<file path="config.mk">
export PLATFORM = sky130hd
export DESIGN_NAME = mul_div_unit
export DESIGN_NICKNAME = d
export VERILOG_FILES = /design/src/rtl/mul_div_unit.sv
export SDC_FILE = /design/constraint.sdc
export NUM_CORES = 1
export LEC_CHECK = 0
export ABC_CLOCK_PERIOD_IN_PS = 4400
export CELL_PAD_IN_SITES_DETAIL_PLACEMENT = 1
export CELL_PAD_IN_SITES_GLOBAL_PLACEMENT = 2
export CORE_MARGIN = 2
export CORE_UTILIZATION = 34
export DETAILED_ROUTE_END_ITERATION = 7
export GPL_TIMING_DRIVEN = 0
export PLACE_DENSITY = 0.84
export SLEW_MARGIN = 20
export SYNTH_ARGS = -nofsm -noshare
export SYNTH_HDL_FRONTEND = slang
export SYNTH_SLANG_ARGS = --single-unit
</file>
<file path="constraint.sdc">
create_clock -name clk -period 4.4 [get_ports clk]
set_clock_uncertainty 0.05 [all_clocks]
set_input_delay 0.88 -clock clk [delete_from_list [all_inputs] [get_ports clk]]
set_output_delay 0.88 -clock clk [all_outputs]
set_load 0.05 [all_outputs]
</file>
<file path="src/rtl/mul_div_unit.sv">
// mul_div_unit: iterative signed/unsigned multiply/divide with HI/LO registers
module mul_div_unit #(
  parameter int WIDTH = 32
) (
  input  logic             clk,
  input  logic             rst,
  input  logic             start,
  input  logic [1:0]       op,
  input  logic [WIDTH-1:0] src_a,
  input  logic [WIDTH-1:0] src_b,
  input  logic             flush,
  input  logic             hi_we,
  input  logic             lo_we,
  input  logic [WIDTH-1:0] wdata,
  output logic             busy,
  output logic             done,
  output logic [WIDTH-1:0] hi,
  output logic [WIDTH-1:0] lo
);
  localparam int CW = $clog2(WIDTH) + 1;
  typedef enum logic [1:0] {IDLE, CALC, FIX} state_t;
  state_t state;
  logic [CW-1:0] cnt;
  logic is_div, neg_q, neg_r;
  logic [WIDTH-1:0] a_q, b_q, rem, diff, rem_fix, mag_a, mag_b;
  logic [2*WIDTH-1:0] p, p_neg;
  logic [WIDTH:0] mul_sum, trial;
  logic sa, sb, q_bit;
  // operand magnitudes, one shift-add step, one restoring-division step, sign fixups
  always_comb begin
    sa = ~op[0] & src_a[WIDTH-1];
    sb = ~op[0] & src_b[WIDTH-1];
    mag_a = sa ? -src_a : src_a;
    mag_b = sb ? -src_b : src_b;
    mul_sum = {1'b0, p[2*WIDTH-1:WIDTH]} + (p[0] ? {1'b0, a_q} : '0);
    trial = {rem, p[WIDTH-1]};
    q_bit = trial >= {1'b0, b_q};
    diff = trial[WIDTH-1:0] - b_q;
    p_neg = -p;
    rem_fix = neg_r ? -rem : rem;
  end
  assign busy = state != IDLE;
  // control FSM, datapath iteration and architectural HI/LO update
  always_ff @(posedge clk) begin
    if (rst) begin
      state <= IDLE;
      cnt <= '0;
      is_div <= 1'b0;
      neg_q <= 1'b0;
      neg_r <= 1'b0;
      a_q <= '0;
      b_q <= '0;
      p <= '0;
      rem <= '0;
      hi <= '0;
      lo <= '0;
      done <= 1'b0;
    end else begin
      done <= 1'b0;
      if (state == IDLE) begin
        if (hi_we) hi <= wdata;
        if (lo_we) lo <= wdata;
      end
      if (flush) state <= IDLE;
      else case (state)
        IDLE: if (start) begin
          state <= CALC;
          cnt <= '0;
          is_div <= op[1];
          neg_q <= sa ^ sb;
          neg_r <= sa;
          a_q <= mag_a;
          b_q <= mag_b;
          p <= {{WIDTH{1'b0}}, op[1] ? mag_a : mag_b};
          rem <= '0;
        end
        CALC: begin
          cnt <= cnt + 1'b1;
          if (cnt == CW'(WIDTH - 1)) state <= FIX;
          if (is_div) begin
            rem <= q_bit ? diff : trial[WIDTH-1:0];
            p <= {p[2*WIDTH-1:WIDTH], p[WIDTH-2:0], q_bit};
          end else p <= {mul_sum, p[WIDTH-1:1]};
        end
        FIX: begin
          state <= IDLE;
          done <= 1'b1;
          if (!is_div) {hi, lo} <= neg_q ? p_neg : p;
          else if (b_q != '0) begin
            lo <= neg_q ? p_neg[WIDTH-1:0] : p[WIDTH-1:0];
            hi <= rem_fix;
          end
        end
        default: state <= IDLE;
      endcase
    end
  end
endmodule

</file>
* Word-level counts from Yosys, hierarchy flattened
Index checks and enable logic that the tools add are counted.
** Word-level totals
- Flip-flop bits (word level) :: 236
- Output and inout bits :: 66
** Cells by class
- Add/subtract/negate cells :: 7
- Order comparisons :: 1
- Eq/ne operators :: 7
- Multiplexer cells :: 32
- Bitwise logic cells :: 5
- Reductions and logical operators :: 10
** Operators by type and width (number)
- 32-bit two-way mux :: 21
- 64-bit two-way mux :: 3
- 64-bit one-hot mux with 2 select lines :: 1
- 32-bit negator :: 3
- 64-bit negator :: 1
- 32-bit one-hot mux with 2 select lines :: 1
- 32-bit by 32-bit adder with 33-bit output :: 1
- 33-bit by 32-bit >= comparator with 1-bit output :: 1
- 32-bit nonzero test :: 1
- 32-bit subtractor :: 1
- 6-bit one-hot mux with 2 select lines :: 1
- 2-bit != test, second input constant :: 4
- 4-bit AND reduction :: 2
- 6-bit by 1-bit adder with 6-bit output, second input constant :: 1
- 6-bit by 5-bit equality test with 1-bit output, second input constant :: 1
- 6-bit two-way mux :: 1
- 3-bit AND reduction :: 2
- 2-bit two-way mux :: 2
- 2-bit one-hot mux with 2 select lines :: 1
- 2-bit nonzero test :: 2
- 1-bit bitwise AND :: 2
- 2-bit by 1-bit equality test with 1-bit output, second input constant :: 1
- 2-bit equality test, second input constant :: 1
- 2-bit zero test :: 1
- other kinds (5) :: 6

* Logic depth before layout (Yosys ltp)
Gate-level depths: netlist of the first run.
- Word-level depth :: 6
- Mapped depth :: 15
- Depth with buffers taken out :: 13

* Least setup slack after synthesis of the first run
No wires, ideal clock.
- Path kind :: reg-to-reg
- Start point :: register p[0]
- End point :: register p[61]
- Library setup time :: 0.062 ns
- Arrival :: 3.400 ns
- Slack :: 0.887 ns
- Cell stages (with the launch flop) :: 16
- Clock period less this slack :: 3.513 ns
- Path through :: dfxtp_1 -> clkbuf_1 -> clkbuf_1 -> and2_1 -> ha_1 -> inv_1 -> fa_1 -> nor2b_1 -> o31ai_1 -> a211oi_1 -> o41a_1 -> a311o_1 -> a221oi_1 -> a21oi_1 -> or4b_1 -> nand3_1
** Between the ends
- Cells in the longest elaborated chain, start to end :: 4
** RTL lines
- from (decl) :: RTL line 26 : logic [2*WIDTH-1:0] p, p_neg;
- from (signal assigned) :: RTL line 74 : p <= {{WIDTH{1'b0}}, op[1] ? mag_a : mag_b};
- from (signal assigned) :: RTL line 82 : p <= {p[2*WIDTH-1:WIDTH], p[WIDTH-2:0], q_bit};
- from (signal assigned) :: RTL line 83 : end else p <= {mul_sum, p[WIDTH-1:1]};
- 32-bit two-way mux :: RTL line 35 : mul_sum = {1'b0, p[2*WIDTH-1:WIDTH]} + (p[0] ? {1'b0, a_q} : '0);
- 32-bit by 32-bit adder with 33-bit output :: RTL line 35
- 64-bit two-way mux :: RTL line 80 : if (is_div) begin
- 64-bit one-hot mux with 2 select lines :: RTL line 65 : else case (state)
No other way between the ends. The select of a mux whose other input is x is not followed.
A chain may end at the register's enable or synchronous reset.

* Final worst setup path of the first run
- Start point :: register p[0]
- End point :: register p[59]
Same word-level chain as after synthesis.

==> results of run 1 <==
==> per-stage QoR <==
step	std cells	total power [mW]	util, %	hold slack, ps
after global routing	2934	6.60	41.8	426
after CTS	2935	6.39	41.8	401
final	2934	6.39	41.8	393
after global placement	2881	3.87	39.7	375
after floorplan	2097	3.28	-	367
after detailed placement	2883	3.90	39.8	388
==> what timing repair did <==
| action | 4_1_cts | 5_1_grt |
|---|---|---|
| endpoints found under the hold margin | 0 | 0 |
| buffers inserted | 0 | 0 |
| endpoints found under the setup margin | 1 | 18 |
| pin swaps | 0 | 0 |
| resized for setup | 1 | 5 |
| gates cloned | 0 | 0 |
| hold buffers | 0 | 0 |
==> critical path, stage by stage (launching register included) <==
cell and delay, ps:
sky130_fd_sc_hd__dfxtp_2 420, sky130_fd_sc_hd__clkbuf_1 240, sky130_fd_sc_hd__and2_1 220, sky130_fd_sc_hd__ha_1 190, sky130_fd_sc_hd__inv_1 70, sky130_fd_sc_hd__fa_1 200
sky130_fd_sc_hd__nor2b_1 70, sky130_fd_sc_hd__o31ai_1 420, sky130_fd_sc_hd__a211oi_1 190, sky130_fd_sc_hd__o41a_1 420, sky130_fd_sc_hd__a311o_1 420, sky130_fd_sc_hd__o31ai_1 470
sky130_fd_sc_hd__o21ai_0 320, sky130_fd_sc_hd__xnor2_1 210, sky130_fd_sc_hd__o21ai_0 90
==> worst max path at each step <==
stage | slack [ps] | start | cells after the start | to
after global placement | -10 | p[0]$_SDFFE_PP0P_ | 15 | p[61]$_SDFFE_PP0P_
after floorplan | 890 | p[0]$_SDFFE_PP0P_ | 15 | p[61]$_SDFFE_PP0P_
final | 220 | p[0]$_SDFFE_PP0P_ | 14 | p[59]$_SDFFE_PP0P_
after global routing | 30 | p[31]$_SDFFE_PP0P_ | 12 | rem[19]$_SDFFE_PP0P_
after CTS | 20 | p[0]$_SDFFE_PP0P_ | 15 | p[61]$_SDFFE_PP0P_
after detailed placement | -70 | p[0]$_SDFFE_PP0P_ | 15 | p[61]$_SDFFE_PP0P_
==> synth_stat cells (23+ instances only) <==
master,instances
sky130_fd_sc_hd__a21o_1,23
sky130_fd_sc_hd__xnor2_1,126
sky130_fd_sc_hd__a21oi_1,120
sky130_fd_sc_hd__a211oi_1,64
sky130_fd_sc_hd__o31ai_1,35
sky130_fd_sc_hd__o22ai_1,43
sky130_fd_sc_hd__ha_1,69
sky130_fd_sc_hd__or4_1,25
sky130_fd_sc_hd__dfxtp_1,236
sky130_fd_sc_hd__xor2_1,74
sky130_fd_sc_hd__nand2_1,219
sky130_fd_sc_hd__nor2_1,164
sky130_fd_sc_hd__o21ai_0,186
sky130_fd_sc_hd__mux2i_1,120
sky130_fd_sc_hd__and2_1,34
sky130_fd_sc_hd__nand3_1,30
sky130_fd_sc_hd__nor3_1,39
sky130_fd_sc_hd__clkbuf_1,112
sky130_fd_sc_hd__inv_1,66
==> sequential cells by signal, summed over array words and instances, names as in the netlist <==
| name | cells |
|---|---|
| cnt | 6 |
| neg_q | 1 |
| is_div | 1 |
| done | 1 |
| p | 64 |
| lo | 32 |
| state | 2 |
| rem | 32 |
| hi | 32 |
| a_q | 32 |
| b_q | 32 |
| neg_r | 1 |
==> routing by layer <==
layer,vias up,wire length (um),global-route usage (%)
met2,553,32400,46.3
met3,113,3840,2.44
met5,-,0,0
met4,0,3180,12.0
met1,8350,33500,38.5
li1,8065,-,-
==> power groups by stage <==
stage,Sequential [mW],Combinational (mW),Clock (mW)
floorplan,2.46,0.829,0
global placement,2.36,1.51,0
detailed placement,2.37,1.54,0
CTS,2.32,1.54,2.53
global route,2.34,1.66,2.61
finish,2.33,1.55,2.51
==> kinds of logic after synthesis <==
logic type / Yosys count
compound gates: 639
xor+xnor: 200
fa+ha+maj: 71
buf+inv: 194
flops: 236
mux: 124
simple gates: 633
==> layout make-up <==
type	count	share of cell area, %
buffer	127	2.56
clock inverter	9	0.669
sequential	236	23.6
multi-input combinational	1667	55.3
timing repair buffer	171	8.52
inverter	66	1.24
clock buffer	43	4.23
tap	615	3.85
==> impl_summary.log, run 1 <==
[metrics] antenna-violating nets left: 0
[metrics] endpoint of the worst hold-timing path: a_q[28]$_SDFFE_PP0P_
[metrics] Mean Syn Cell Area: 7.88 sq um
[metrics] Final Critical Period: 4180 ps
[metrics] synthesized netlist net count: 2272
[metrics] GRT Resource Usage Total: 28.4%
[metrics] Clock Pin Slew Worst Setup and Hold Paths: 60 ps
[metrics] Wirelength per Cell: 24.9 um
[metrics] Flop pwr share: 36.4%
[metrics] xor and xnor fraction of the mapped netlist area: 10.6%
[metrics] post-synthesis sequential area ratio: 28.6%
[metrics] TritonCTS clock tree: done
[metrics] routed via count: 17100
[metrics] biggest area consumer among synthesized cells: sky130_fd_sc_hd__dfxtp_1
[metrics] final clock period utilization by the worst path: 94.9%
[metrics] proportion of synthesized flip-flops having asynchronous set or reset: 0%
[metrics] top flip-flop cell by instance count after synthesis: sky130_fd_sc_hd__dfxtp_1
[metrics] setup_tns: 0 ps
[metrics] Setup WS pre-CTS: -66.8 ps
[metrics] result of the run: completed
[metrics] leading post-synthesis cells by cell area: sky130_fd_sc_hd__dfxtp_1 (29%), sky130_fd_sc_hd__mux2i_1 (7.3%), sky130_fd_sc_hd__xnor2_1 (6.7%), sky130_fd_sc_hd__o21ai_0 (5.6%), sky130_fd_sc_hd__ha_1 (5.2%)
[metrics] LEAKAGE: 7.43 nW
[metrics] Clock Latency Late Sink: 590 ps
[metrics] vias in the first global route: 17400
[metrics] share of total power in combinational logic: 24.3%
[metrics] internal power: 4.29 mW
[metrics] maximum count of clock buffers along a single path: 3
[metrics] Max Fanout on Critical Path: 10
[metrics] number of search-and-repair iterations in the first detailed-routing pass: 7
[metrics] kind of critical path: flip-flop to flip-flop
[metrics] fill count: 5816
[metrics] number of CTS-inserted buffers: 28
[metrics] routability cong.: 0.973
[metrics] Unique masters post-synth: 77
[metrics] routed wire length: 73.0 mm
[metrics] endpoints failing hold: 0
[metrics] unrepaired setup endpoints after global routing: no
[metrics] highest achievable clock rate: 239 MHz
[metrics] Antenna Diode Count: 0
[metrics] H-Tree Depth: 1
[metrics] min-delay worst type: flip-flop to flip-flop
[metrics] type of element launching the critical path: flip-flop
[metrics] initial antenna violation count: 0
[metrics] proportion of netlist area held by the largest area contributor: 28.6%
[metrics] die area: 0.0504 sq mm
[metrics] most common cell after layout, fill and taps aside: sky130_fd_sc_hd__dfxtp_1
[metrics] mean number of vias per cell: 5.82
[metrics] area taken by multi-input logic gates: 0.0111 sq mm
[metrics] largest family of logic cells by synthesized area: compound AO/OA/AOI/OAI gates
[metrics] quantity of I/O buffers inserted on ports: 169
[metrics] CP arrival: 4560 ps
[metrics] Congestion Overflow GR: 0
[metrics] Reg2Reg Setup Slack: 220 ps
[metrics] ratio of cells with drive above 1 in the final layout: 4.05%
[metrics] largest net degree at the start of global routing: 15
[metrics] Gate Count Post-Synth: 2097
[metrics] mux contribution to synthesized area: 7.54%
[metrics] share of the synthesized area in compound gates (AO/OA/AOI/OAI): 24.9%
[metrics] detailed-route DRC error count: 0
[metrics] worst rel slew slack: 23.8%
[metrics] standard cell area after detailed placement: 0.0190 sq mm
[metrics] final cell area excluding filler cells: 0.0200 sq mm
[metrics] power density relative to cell area: 319 mW/mm^2
[metrics] measured slew at the worst slew-check pin: 1130 ps
[metrics] Worst Reg2Reg Path Length in Cells: 14
[metrics] sink count of the clock tree: 236
[metrics] worst path required time: 4780 ps
[metrics] horizontal die dimension: 225 um
[metrics] number of DRC markers after the initial detailed-route iteration: 1285
[metrics] vertical extent of the die: 225 um
[metrics] Clock Root Buffer: sky130_fd_sc_hd__clkbuf_16
[metrics] first-pass GRT wire length: 109 mm
[metrics] placement row count: 80
[metrics] NetSw: 2.10 mW
[metrics] dpl hpwl: 60.2 mm
[metrics] Core Footprint: 0.0478 sq mm
[metrics] MaxCap Viol Count: 0
[metrics] Boundary Pins: 170
[metrics] number of enable-type register cells in the synthesized netlist: 0
[metrics] type of destination of the critical path: flip-flop
[metrics] most used cells in the layout excluding fill and tap cells: sky130_fd_sc_hd__dfxtp_1 (235), sky130_fd_sc_hd__nand2_1 (219), sky130_fd_sc_hd__o21ai_0 (186)
[metrics] number of pins with negative max-slew slack in the final report: 0
[metrics] startpoint of the most critical register-to-register path: p[0]$_SDFFE_PP0P_
[metrics] total number of yosys warnings: 0
[metrics] number of failing setup endpoints in the final timing report: 0
[metrics] Reg area: 0.00473 sq mm
[metrics] hold-critical path depth: 2
[metrics] Synth-to-Final Area Change: 21.0%
[metrics] number of synthesized register bits: 236
[metrics] initial standard-cell utilization of the core: 34.6%
[metrics] switching power as a share of total power: 32.8%
[metrics] simple logic cell fraction of the synthesized area: 18.3%
[metrics] Worst Hold Launch: a_q[28]$_SDFFE_PP0P_
[metrics] part of the power in the clock network: 39.3%
[metrics] arithmetic-cell share of the synthesized area counting full adders, half adders and majority gates: 5.46%
[metrics] final worst-path setup slack: 223 ps
[metrics] Netlist Area Pre-Place: 0.0165 sq mm
[metrics] number of nets in the layout: 2472
[metrics] end of the worst register-to-register path: p[59]$_SDFFE_PP0P_
[metrics] worst ir drop on vdd: 0.000291 V
(Power assumes the default switching activity.)
==> inputs of run 2 (changes only) <==
CAP_MARGIN = 20   (was not set)
==> results of run 2 <==
Final layout, timing and power as in run 1 (identical DEF).
==> inputs of run 3 (changes only) <==
CAP_MARGIN = not set   (was 20)
CORE_MARGIN = not set   (was 2)
==> run 3 against run 2 <==
Net effect:
- clock power is 8% lower
- setup slack improved by 45 ps
- maximum frequency rose by 1.1%
- via count down 0.84%
- wire length shrank 0.52%
- clock-buffer cell count shrank 9
- critical path type unchanged
- critical endpoint is now rem[31]$_SDFFE_PP0P_
==> impl_summary.log, run 3 (synthesis results as in run 1) <==
[metrics] number of search-and-repair iterations in the first detailed-routing pass: 5
[metrics] Synth-to-Final Area Change: 20.5%
[metrics] worst rel slew slack: 32.7%
[metrics] number of nets in the layout: 2472
[metrics] Boundary Pins: 170
[metrics] first-pass GRT wire length: 109 mm
[metrics] most common cell after layout, fill and taps aside: sky130_fd_sc_hd__dfxtp_1
[metrics] Core Util, Final: 41.6%
[metrics] mean number of vias per cell: 5.79
[metrics] maximum count of clock buffers along a single path: 3
[metrics] end of the worst register-to-register path: rem[31]$_SDFFE_PP0P_
[metrics] die area: 0.0495 sq mm
[metrics] number of pins with negative max-slew slack in the final report: 0
[metrics] Clock Latency Late Sink: 570 ps
[metrics] NetSw: 2.03 mW
[metrics] quantity of I/O buffers inserted on ports: 169
[metrics] CP arrival: 4590 ps
[metrics] vertical extent of the die: 223 um
[metrics] Clock Pin Slew Worst Setup and Hold Paths: 60 ps
[metrics] hold-critical path depth: 2
[metrics] kind of critical path: flip-flop to flip-flop
[metrics] largest net degree at the start of global routing: 14
[metrics] worst path required time: 4860 ps
[metrics] Worst Reg2Reg Path Length in Cells: 13
[metrics] routability cong.: 0.920
[metrics] internal power: 4.17 mW
[metrics] switching power as a share of total power: 32.8%
[metrics] Antenna Diode Count: 0
[metrics] dpl hpwl: 60.0 mm
[metrics] measured slew at the worst slew-check pin: 1000 ps
[metrics] GRT Resource Usage Total: 28.7%
[metrics] standard cell area after detailed placement: 0.0190 sq mm
[metrics] final clock period utilization by the worst path: 93.9%
[metrics] sink count of the clock tree: 236
[metrics] final cell area excluding filler cells: 0.0199 sq mm
[metrics] Final Critical Period: 4130 ps
[metrics] vias in the first global route: 17300
[metrics] power density relative to cell area: 311 mW/mm^2
[metrics] Max Fanout on Critical Path: 10
[metrics] unrepaired setup endpoints after global routing: no
[metrics] Clock Root Buffer: sky130_fd_sc_hd__clkbuf_16
[metrics] number of failing setup endpoints in the final timing report: 0
[metrics] initial standard-cell utilization of the core: 34.6%
[metrics] ratio of cells with drive above 1 in the final layout: 3.85%
[metrics] type of destination of the critical path: flip-flop
[metrics] flip-flop count of the largest register after layout: 64
[metrics] Most flops, register: p
[metrics] Congestion Overflow GR: 0
[metrics] share of total power in combinational logic: 25.0%
[metrics] count of hold-fix buffers inserted at cts: 0
[metrics] total power consumption of the routed design: 6.20 mW
[metrics] min-delay worst type: flip-flop to flip-flop
[metrics] startpoint of the most critical register-to-register path: p[31]$_SDFFE_PP0P_
[metrics] placement row count: 80
[metrics] highest achievable clock rate: 242 MHz
[metrics] Core Footprint: 0.0478 sq mm
[metrics] number of DRC markers after the initial detailed-route iteration: 1161
[metrics] TritonCTS clock tree: done
[metrics] LEAKAGE: 7.39 nW
[metrics] part of the power in the clock network: 37.4%
[metrics] setup_tns: 0 ps
[metrics] most used cells in the layout excluding fill and tap cells: sky130_fd_sc_hd__dfxtp_1 (235), sky130_fd_sc_hd__nand2_1 (219), sky130_fd_sc_hd__o21ai_0 (186)
[metrics] endpoints failing hold: 0
[metrics] initial antenna violation count: 0
[metrics] detailed-route DRC error count: 0
[metrics] Worst Hold Launch: a_q[25]$_SDFFE_PP0P_
[metrics] buffers inserted by post-CTS timing repair: 0
[metrics] routed wire length: 72.6 mm
[metrics] Wirelength per Cell: 24.8 um
[metrics] Reg2Reg Setup Slack: 270 ps
[metrics] worst ir drop on vdd: 0.000288 V
[metrics] MaxCap Viol Count: 0
[metrics] routed via count: 16900
[metrics] horizontal die dimension: 223 um
[metrics] antenna-violating nets left: 0
[metrics] endpoint of the worst hold-timing path: a_q[25]$_SDFFE_PP0P_
[metrics] count of placed standard cells including taps: 2884
[metrics] type of element launching the critical path: flip-flop
[metrics] number of CTS-inserted buffers: 27
[metrics] Flop pwr share: 37.5%
[metrics] result of the run: completed
[metrics] post-route insts no fill: 2926
[metrics] H-Tree Depth: 1
[run 3: cell types whose count changed in the layout (fill, tap and decap cells not counted)]
| cell | previous run | this run |
|---|---|---|
| sky130_fd_sc_hd__clkbuf_8 | 9 | 5 |
| sky130_fd_sc_hd__clkbuf_1 | 115 | 112 |
| sky130_fd_sc_hd__buf_4 | 3 | 4 |
| sky130_fd_sc_hd__clkbuf_16 | 28 | 27 |
| sky130_fd_sc_hd__clkbuf_2 | 2 | 1 |
| sky130_fd_sc_hd__clkinv_2 | 4 | 5 |
| sky130_fd_sc_hd__clkinv_8 | 1 | 0 |
| sky130_fd_sc_hd__clkinvlp_4 | 1 | 0 |
| sky130_fd_sc_hd__inv_6 | 0 | 1 |
[run 3: power groups by stage]
stage | registers (mW) | logic [mW] | clock network [mW]
after floorplan | 2.46 | 0.829 | 0
after global placement | 2.36 | 1.50 | 0
after detailed placement | 2.37 | 1.53 | 0
after CTS | 2.32 | 1.54 | 2.34
after global routing | 2.34 | 1.65 | 2.42
final | 2.33 | 1.55 | 2.32
[run 3: per-stage QoR]
step | worst slack (ps) | hold WS (ps)
global placement | -96.5 | 377
finish | 268 | 393
detailed placement | -91.4 | 385
global route | 7.57 | 428
floorplan | 887 | 367
CTS | 45.1 | 399
[run 3: repair_timing]
action | 4_1_cts | 5_1_grt
endpoints found under the hold margin | 0 | 0
gates resized for setup | 1 | 3
setup endpoints to repair | 1 | 12
[run 3: worst max-delay path by stage]
| stage | startpoint | end | slack [ps] | cells past startpoint |
|---|---|---|---|---|
| 2_1_floorplan | p[0]$_SDFFE_PP0P_ | p[61]$_SDFFE_PP0P_ | 890 | 15 |
| 3_3_place_gp | b_q[26]$_SDFFE_PP0P_ | lo[8]$_SDFF_PP0_ | -100 | 7 |
| 3_5_place_dp | p[0]$_SDFFE_PP0P_ | p[61]$_SDFFE_PP0P_ | -90 | 15 |
| 4_1_cts | p[0]$_SDFFE_PP0P_ | p[61]$_SDFFE_PP0P_ | 50 | 15 |
| 5_1_grt | p[31]$_SDFFE_PP0P_ | rem[30]$_SDFFE_PP0P_ | 8 | 13 |
| 6_report | p[31]$_SDFFE_PP0P_ | rem[31]$_SDFFE_PP0P_ | 270 | 13 |
[run 3: final cells by class]
type,instances,area [sq um]
Fill cell,5859,27900
Inverter,66,248
Timing Repair Buffer,172,1710
Clock buffer,34,752
Buffer,127,512
Tap cell,615,769
Sequential cell,236,4730
Clock inverter,9,124
Multi-Input combinational cell,1667,11100
[run 3: critical path: stages (launching register included)]
cell and delay, ps:
sky130_fd_sc_hd__dfxtp_1 310, sky130_fd_sc_hd__clkbuf_1 420, sky130_fd_sc_hd__inv_1 170, sky130_fd_sc_hd__ha_1 230, sky130_fd_sc_hd__nor2b_1 170, sky130_fd_sc_hd__o2111ai_1 160, sky130_fd_sc_hd__a21oi_1 310, sky130_fd_sc_hd__o211a_1 260
sky130_fd_sc_hd__a31oi_1 240, sky130_fd_sc_hd__o41ai_1 690, sky130_fd_sc_hd__clkbuf_1 560, sky130_fd_sc_hd__nand3_1 150, sky130_fd_sc_hd__mux2_2 310, sky130_fd_sc_hd__nand2_1 60
[run 3: routing by layer]
metal  wire [um]  share of wire, %  up-vias  global-route usage, %
li1            -                 -     8054                      -
met1       34100                47     8315                   39.6
met2       32800                45      479                   46.9
met3        3210               4.4       89                   2.22
met4        2570               3.5        0                   10.4
met5           0                 0        -                      0
